--- src/rtl/ram_burst_pkg.sv ---
// Shared types and constants for the RAM burst reader.
package ram_burst_pkg;

  localparam int unsigned CFifoDepth  = 4;
  localparam int unsigned CFifoPtrLen = $clog2(CFifoDepth);
  localparam logic [CFifoPtrLen:0] CFifoFull = (CFifoPtrLen + 1)'(CFifoDepth);

  typedef enum logic [1:0] {
    StIdle  = 2'd0,
    StRun   = 2'd1,
    StDrain = 2'd2
  } burstStateT;

endpackage

--- src/rtl/ram_burst_fifo.sv ---
// Small register-based FIFO holding RAM words plus their burst-last flag.
module ram_burst_fifo
  import ram_burst_pkg::*;
#(
  parameter int unsigned CWidth = 129
) (
  input  logic                   clk,
  input  logic                   rst,
  input  logic                   en,
  input  logic                   pushEn,
  input  logic [CWidth-1:0]      pushData,
  input  logic                   popEn,
  output logic [CWidth-1:0]      headData,
  output logic                   notEmpty,
  output logic [CFifoPtrLen:0]   occupancy
);

  logic [CWidth-1:0]      mem [CFifoDepth];
  logic [CFifoPtrLen-1:0] wrPtr;
  logic [CFifoPtrLen-1:0] rdPtr;
  logic [CFifoPtrLen:0]   count;
  logic                   doPush;
  logic                   doPop;

  assign doPush    = en && pushEn;
  assign doPop     = en && popEn && (count != '0);
  assign headData  = mem[rdPtr];
  assign notEmpty  = (count != '0);
  assign occupancy = count;

  // Storage, pointers and occupancy; push and pop together keep the count.
  always_ff @(posedge clk or posedge rst) begin
    if (rst) begin
      mem   <= '{default: '0};
      wrPtr <= '0;
      rdPtr <= '0;
      count <= '0;
    end else begin
      if (doPush) begin
        mem[wrPtr] <= pushData;
        wrPtr      <= wrPtr + 1'b1;
      end
      if (doPop) begin
        rdPtr <= rdPtr + 1'b1;
      end
      unique case ({doPush, doPop})
        2'b10:   count <= count + 1'b1;
        2'b01:   count <= count - 1'b1;
        default: count <= count;
      endcase
    end
  end

  // The read-issue credit must make a push into a full FIFO impossible.
  assert property (@(posedge clk) disable iff (rst)
    !(doPush && !doPop && (count == CFifoFull)));

endmodule

--- src/rtl/ram_burst_rd.sv ---
// Burst reader: turns (address, length) commands into single-port RAM reads
// and streams the returned words out through a valid/ready handshake.
module ram_burst_rd
  import ram_burst_pkg::*;
#(
  parameter int unsigned CAddrLen = 13,
  parameter int unsigned CDataLen = 128,
  parameter int unsigned CLenLen  = 8
) (
  input  logic                AClkH,
  input  logic                AResetH,
  input  logic                AClkHEn,
  input  logic [CAddrLen-1:0] ACmdAddr,
  input  logic [CLenLen-1:0]  ACmdLen,
  input  logic                ACmdVld,
  output logic                ACmdRdy,
  output logic [CAddrLen-1:0] ARamAddr,
  output logic                ARamRdEn,
  output logic                ARamWrEn,
  output logic [CDataLen-1:0] ARamMosi,
  input  logic [CDataLen-1:0] ARamMiso,
  output logic [CDataLen-1:0] AData,
  output logic                ADataVld,
  input  logic                ADataRdy,
  output logic                ADataLast,
  output logic                ABusy
);

  burstStateT           state;
  burstStateT           stateNxt;
  logic [CAddrLen-1:0]  nextAddr;
  logic [CLenLen-1:0]   remaining;
  logic                 rdLast;
  logic                 inFlight;
  logic                 inFlightLast;
  logic                 issue;
  logic                 cmdStart;
  logic                 credit;
  logic [CFifoPtrLen:0] occupancy;
  logic [CFifoPtrLen:0] pending;
  logic                 fifoNotEmpty;
  logic [CDataLen:0]    fifoHead;

  assign ARamWrEn = 1'b0;
  assign ARamMosi = '0;
  assign ACmdRdy  = (state == StIdle);
  assign ABusy    = (state != StIdle);
  assign cmdStart = (state == StIdle) && ACmdVld && (ACmdLen != '0);

  // Words owed to the FIFO: stored ones, the read on the RAM port and the
  // one whose data is arriving now.
  assign pending = occupancy + (CFifoPtrLen + 1)'(ARamRdEn) + (CFifoPtrLen + 1)'(inFlight);
  assign credit  = (pending < CFifoFull);

  // FSM state register.
  always_ff @(posedge AClkH or posedge AResetH) begin
    if (AResetH) begin
      state <= StIdle;
    end else if (AClkHEn) begin
      state <= stateNxt;
    end
  end

  // Next-state logic and read-issue decision.
  always_comb begin
    stateNxt = state;
    issue    = 1'b0;
    unique case (state)
      StIdle: begin
        if (cmdStart) begin
          stateNxt = StRun;
        end
      end
      StRun: begin
        if (credit) begin
          issue = 1'b1;
          if (remaining == CLenLen'(1)) begin
            stateNxt = StDrain;
          end
        end
      end
      StDrain: begin
        if (!fifoNotEmpty && !ARamRdEn && !inFlight) begin
          stateNxt = StIdle;
        end
      end
      default: stateNxt = StIdle;
    endcase
  end

  // Read address/strobe generation and the one-cycle in-flight pipeline.
  always_ff @(posedge AClkH or posedge AResetH) begin
    if (AResetH) begin
      ARamRdEn     <= 1'b0;
      ARamAddr     <= '0;
      rdLast       <= 1'b0;
      inFlight     <= 1'b0;
      inFlightLast <= 1'b0;
      nextAddr     <= '0;
      remaining    <= '0;
    end else if (AClkHEn) begin
      ARamRdEn     <= issue;
      rdLast       <= issue && (remaining == CLenLen'(1));
      inFlight     <= ARamRdEn;
      inFlightLast <= rdLast;
      if (issue) begin
        ARamAddr  <= nextAddr;
        nextAddr  <= nextAddr + 1'b1;
        remaining <= remaining - 1'b1;
      end
      if (cmdStart) begin
        nextAddr  <= ACmdAddr;
        remaining <= ACmdLen;
      end
    end
  end

  ram_burst_fifo #(
    .CWidth(CDataLen + 1)
  ) uFifo (
    .clk      (AClkH),
    .rst      (AResetH),
    .en       (AClkHEn),
    .pushEn   (inFlight),
    .pushData ({inFlightLast, ARamMiso}),
    .popEn    (ADataRdy),
    .headData (fifoHead),
    .notEmpty (fifoNotEmpty),
    .occupancy(occupancy)
  );

  // Stale FIFO slots are masked so data and last read as zero when empty.
  assign ADataVld  = fifoNotEmpty;
  assign AData     = fifoNotEmpty ? fifoHead[CDataLen-1:0] : '0;
  assign ADataLast = fifoNotEmpty && fifoHead[CDataLen];

endmodule

--- config.mk ---
export PLATFORM = sky130hd
export DESIGN_NAME = ram_burst_rd
export DESIGN_NICKNAME = d
export VERILOG_FILES = /design/src/rtl/ram_burst_pkg.sv /design/src/rtl/ram_burst_fifo.sv /design/src/rtl/ram_burst_rd.sv
export SDC_FILE = /design/constraint.sdc
export NUM_CORES = 1
export LEC_CHECK = 0
export ABC_AREA = 1
export CAP_MARGIN = 40
export CORE_UTILIZATION = 45
export DETAILED_ROUTE_END_ITERATION = 10
export GPL_TIMING_DRIVEN = 0
export PLACE_DENSITY = 0.65
export SYNTH_ARGS = -nofsm -noshare
export SYNTH_HDL_FRONTEND = slang
export SYNTH_SLANG_ARGS = --single-unit
export TNS_END_PERCENT = 5
--- constraint.sdc ---
create_clock -name AClkH -period 56.5 [get_ports AClkH]
set_clock_uncertainty 0.2 [all_clocks]
set_input_delay 11.3 -clock AClkH [delete_from_list [all_inputs] [get_ports AClkH]]
set_output_delay 11.3 -clock AClkH [all_outputs]
set_load 0.05 [all_outputs]
# Yosys cells after proc, flatten, opt, wreduce, memory -nomap -nowiden
# Cells that the tools add are included.
# totals
wordCells	79
output_inout_bits	275
regBits	563
input_bits	154
# op_classes
order_cmp	4
n_reduce_logical	22
eq_ne	9
n_addsub	8
n_bitwise	2
n_mux	19
# ops
op	n
$bwmux 516	1
$mux 129	3
$bmux 129 s2	1
$demux 129 s2	1
$mux 128	1
$mux 13	2
$mux 8	2
$add 13x1->13 const B	1
$logic_and 1x1->1	10
$eq 8x1->1 const B	1
$mux 2	4
$reduce_bool 8->1	1
$sub 8x1->8 const B	1
$add 3x1->3	2
$ge 3x3->1 const B	2
$ne 2x2->1 const B	3
$not 2->3	2
$pmux 2 s3	1
$pmux 3 s2	1
$reduce_bool 2->1	3
$reduce_and 5->1	1
$add 2x1->2 const B	2
$eq 2x1->1 const B	2
$eq 2x2->1 const B	2
10 further kinds	14

# Depth between registers and ports, before layout
# depth
word_depth	7
depth_mapped	11
mapped_depth_nobuf	10

# Cells and area by module
# A second synthesis with hierarchy kept.
# unflattened
hier_cells	3569
area_unflattened_um2	28703.8
# modules_own_cells
module	cells_each	n_inst	area_each_um2	seq_area_each_um2
ram_burst_fifo	2833	1	24222.0	13087.6
ram_burst_rd	736	1	4481.8	1001.0

# Worst setup path before layout
# No wires, ideal clock.
# synth_timing
path_kind	reg-to-output
start	reg uFifo.count[1], in the netlist uFifo.occupancy[1]
end	out AData[117]
n_path_buf	2
setup_slack_ns	42.936
required_time_ns	45.000
stages_incl_launch_ff	7
arrival_ns	2.064
path_cell_list	dfrtp_1 -> nor2_1 -> nand2_1 -> inv_1 -> buf_2 -> buf_2 -> a21oi_1
# synth_via
elab_chain_len	2
# synth_rtl
element	line	rtl
start: declaration	ram_burst_fifo.sv:21	logic [CFifoPtrLen:0] count;
start signal: assignment	ram_burst_fifo.sv:47	2'b10: count <= count + 1'b1;
start signal: assignment	ram_burst_fifo.sv:48	2'b01: count <= count - 1'b1;
start signal: assignment	ram_burst_fifo.sv:49	default: count <= count;
$reduce_bool 3->1	ram_burst_fifo.sv:28	assign notEmpty = (count != '0);
net ADataVld	ram_burst_rd.sv:23	output logic ADataVld,
$mux 128	ram_burst_rd.sv:134	assign AData = fifoNotEmpty ? fifoHead[CDataLen-1:0] : '0;
end: declaration	ram_burst_rd.sv:22	output logic [CDataLen-1:0] AData,
# The timed path passes the listed nets, and every way through them passes these cells.

# Final worst setup path
# layout_timing
start	reg uFifo.rdPtr[0]
end	out AData[122]
# layout_via
elab_chain_len	5
# layout_rtl
element	line	rtl
start: declaration	ram_burst_fifo.sv:20	logic [CFifoPtrLen-1:0] rdPtr;
start signal: assignment	ram_burst_fifo.sv:44	rdPtr <= rdPtr + 1'b1;
$not 2->3 (not written as such)	ram_burst_fifo.sv:27	assign headData = mem[rdPtr];
$bmux 129 s2	ram_burst_fifo.sv:27	
$mux 129 (not written as such) (2 in a row)	ram_burst_fifo.sv:27	
$mux 128	ram_burst_rd.sv:134	
# No other way between the ends. The select of a mux whose other input is x is not followed.

==> flow_metrics.env <==
export IMPL_relSlewSlack=0.5109
export IMPL_detail_route_antenna_nets=0
export IMPL_hold_viol=0
export IMPL_avgSynthCellArea_um2=8.109
export IMPL_ys_async_sr_fraction=1.000
export IMPL_cp_data_required_time_ns=45.00
export IMPL_seq_area_um2=14090
export IMPL_grt_setup_unrepaired="false"
export IMPL_rows=89
export IMPL_syn_inst=3306
export IMPL_clk_pin_slew_ns=0.06
export IMPL_r2r_start="uFifo.occupancy[1]$_DFFE_PP0P_"
export IMPL_synth_enable_flop_cells=0
export IMPL_grt_pass1_wl_um=127500
export IMPL_fp_dieH_um=246.1
export IMPL_fin_cells=4616
export IMPL_grt_pass1_vias=22490
export IMPL_ys_ff_latch=563
export IMPL_antenna_found_initial=2
export IMPL_cts_setup_buffers=0
export IMPL_cts_sinks=563
export IMPL_clk_insertion_delay_late_ns=0.61
export IMPL_grt_overflow_total=0
export IMPL_routedWlPerCell_um=17.84
export IMPL_drt_iter0_markers=1939
export IMPL_ioPinCount=429
export IMPL_yosysWarnings=0
export IMPL_gp_congestion=0.8350
export IMPL_firstDrtPassIters=5
export IMPL_ir_drop_uv=80.53
export IMPL_multiInputGateArea_um2=10250
export IMPL_cts_inserted_buffers=59
export IMPL_cts_root_buf="clkbuf_16"
export IMPL_min_period_over_period=0.2658
export IMPL_clk_path_buf_depth=3
export IMPL_synth_area_um2=26810
export IMPL_dpl_cell_count=4510
export IMPL_p_leak_nw=16.35
export IMPL_ys_seq_area_frac=0.5255
export IMPL_cts_tree="built"
export IMPL_r2r_cells=10
export IMPL_setup_tns_ns=0
export IMPL_worstPathArrival_ns=3.52
export IMPL_postCtsHoldBufs=0
export IMPL_hpwlAfterDp_um=55530
export IMPL_initial_utilization=0.4551
export IMPL_h_tree_depth=2
export IMPL_viasPerCell=5.127
export IMPL_reg2reg_to="uFifo.occupancy[2]$_DFFE_PP0P_"
export IMPL_end_kind="primary output"
export IMPL_timing_fmax_ghz=0.06658
export IMPL_vias=23670
export IMPL_core_um2=58910
export IMPL_drc=0
export IMPL_crit_fanout=10
export IMPL_hold_path_class="register to register"
export IMPL_routed_wl_um=82340
export IMPL_period_minus_slack_ns=15.02
export IMPL_critPathKind="register to primary output"
export IMPL_worst_pin_slew_ns=0.7336
export IMPL_fill_cells=5619
export IMPL_maxCapViolations=0
export IMPL_r2r_slack_ns=54.24
export IMPL_grt_usage=0.2703
export IMPL_dieWidth_um=246.1
export IMPL_maxSlewViolCount=0
export IMPL_outcome="completed"
export IMPL_finalSetupViolations=0
export IMPL_synthFlopType="dfrtp_1"
export IMPL_start_kind="register"
export IMPL_drive_gt1_frac=0.1114
export IMPL_crit_path_start="uFifo.rdPtr[0]$_DFFE_PP0P_"
export IMPL_finalNetCount=3962
export IMPL_cts_resized=0
export IMPL_p_per_area_nw_per_um2=68.88
export IMPL_synth_distinct_cells=31
export IMPL_crit_path_end="AData[122]"
export IMPL_io_buffers=298
export IMPL_grt_max_degree=120
export IMPL_area_delta_synth_final_pct=24.50
export IMPL_die_area_um2=60560
==> cells in the final DEF, fill, tap and decap left out, types with 60 or more instances in the layout <==
master	synthesis	final
o21ai_0	756	756
nand2_1	670	670
dfrtp_1	563	563
nor2_1	539	539
clkdlybuf4s50_1	0	298
buf_4	201	201
inv_1	173	172
a21oi_1	131	131
conb_1	1	129
clkbuf_16	0	60
==> report_power, final <==
part	switching, mW	total, mW	leakage [nW]	internal, mW
Combinational	0.828	1.22	8.18	0.393
Sequential	0.0955	0.680	7.19	0.585
Clock	0.162	0.398	0.983	0.236
==> worst max-delay path, stage by stage, from the launching register on <==
cell and delay, ns:
dfrtp_1 0.37, buf_4 0.18, inv_4 0.16, buf_6 0.22, clkbuf_1 0.48, o21ai_0 0.21
a21oi_1 0.39, clkdlybuf4s50_1 0.89
==> layer usage <==
metal,up-vias,share of wire,global-route usage
met5,-,0,0
met4,0,0.029,0.09499
met3,136,0.067,0.03889
met2,796,0.47,0.4347
met1,11370,0.43,0.3724
li1,11370,-,-
==> layout make-up <==
class	count	area share
Sequential cell	563	0.4221
Multi-Input combinational cell	2341	0.3070
Timing Repair Buffer	303	0.09349
Buffer	351	0.06819
Clock buffer	92	0.05428
Tap cell	773	0.02898
Inverter	179	0.02058
Clock inverter	12	0.005248
Antenna cell	2	0.0001499
==> worst min-delay path by stage <==
stage | startpoint | to | depth (start not counted)
4_1_cts | uFifo.mem[270]$_DFFE_PP0P_ | uFifo.mem[270]$_DFFE_PP0P_ | 2
5_1_grt | uFifo.mem[87]$_DFFE_PP0P_ | uFifo.mem[87]$_DFFE_PP0P_ | 2
6_report | uFifo.mem[285]$_DFFE_PP0P_ | uFifo.mem[285]$_DFFE_PP0P_ | 2
3_3_place_gp | uFifo.mem[127]$_DFFE_PP0P_ | uFifo.mem[127]$_DFFE_PP0P_ | 2
3_5_place_dp | uFifo.mem[270]$_DFFE_PP0P_ | uFifo.mem[270]$_DFFE_PP0P_ | 2
2_1_floorplan | uFifo.mem[100]$_DFFE_PP0P_ | uFifo.mem[100]$_DFFE_PP0P_ | 2
==> logic make-up (layout without fill, tap and decap cells) <==
family	after synthesis	in the layout	synth area share
other	1	131	0.0001399
buffers and inverters	530	937	0.1102
AND/OR/NAND/NOR	1263	1263	0.1826
AO/OA/AOI/OAI	930	930	0.1736
XOR/XNOR	9	9	0.002940
adder cells (fa/ha/maj)	10	10	0.004947
flip-flops	563	563	0.5255
==> through the flow <==
step	power [mW]	util	cell area [um^2]	hold WS, ns	setup slack, ns
floorplan	1.499	-	27290	0.2478	29.25
global placement	1.888	0.5303	31240	0.2595	22.11
detailed placement	1.901	0.5328	31390	0.2675	42.03
CTS	2.306	0.5665	33370	0.2818	41.40
global route	2.443	0.5665	33370	0.2961	41.41
finish	2.299	0.5666	33380	0.2767	41.48
==> synthesized netlist by cell type (2+ instances only) <==
master | number | share of area
a21oi_1 | 131 | 0.024
buf_2 | 54 | 0.010
buf_4 | 201 | 0.056
buf_6 | 11 | 0.0046
clkbuf_1 | 42 | 0.0059
clkbuf_2 | 43 | 0.0080
dfrtp_1 | 563 | 0.53
ha_1 | 9 | 0.0042
inv_1 | 173 | 0.024
inv_2 | 4 | 0.00056
nand2_1 | 670 | 0.094
nand2_2 | 3 | 0.00070
nand2_4 | 6 | 0.0025
nand3_1 | 28 | 0.0052
nand4_1 | 8 | 0.0019
nor2_1 | 539 | 0.075
nor2_4 | 2 | 0.00084
o21ai_0 | 756 | 0.14
o21ai_1 | 43 | 0.0080
or2_2 | 2 | 0.00047
xnor2_1 | 3 | 0.00098
xor2_1 | 6 | 0.0020
==> sequential cells by signal, indices dropped and copies added, names as in the netlist <==
signal	count
inFlightLast	1
uFifo.mem	516
nextAddr	13
uFifo.rdPtr	2
ARamAddr	13
rdLast	1
inFlight	1
uFifo.occupancy	3
uFifo.wrPtr	2
state	2
ARamRdEn	1
remaining	8
Power figures use the tool's default switching activity.
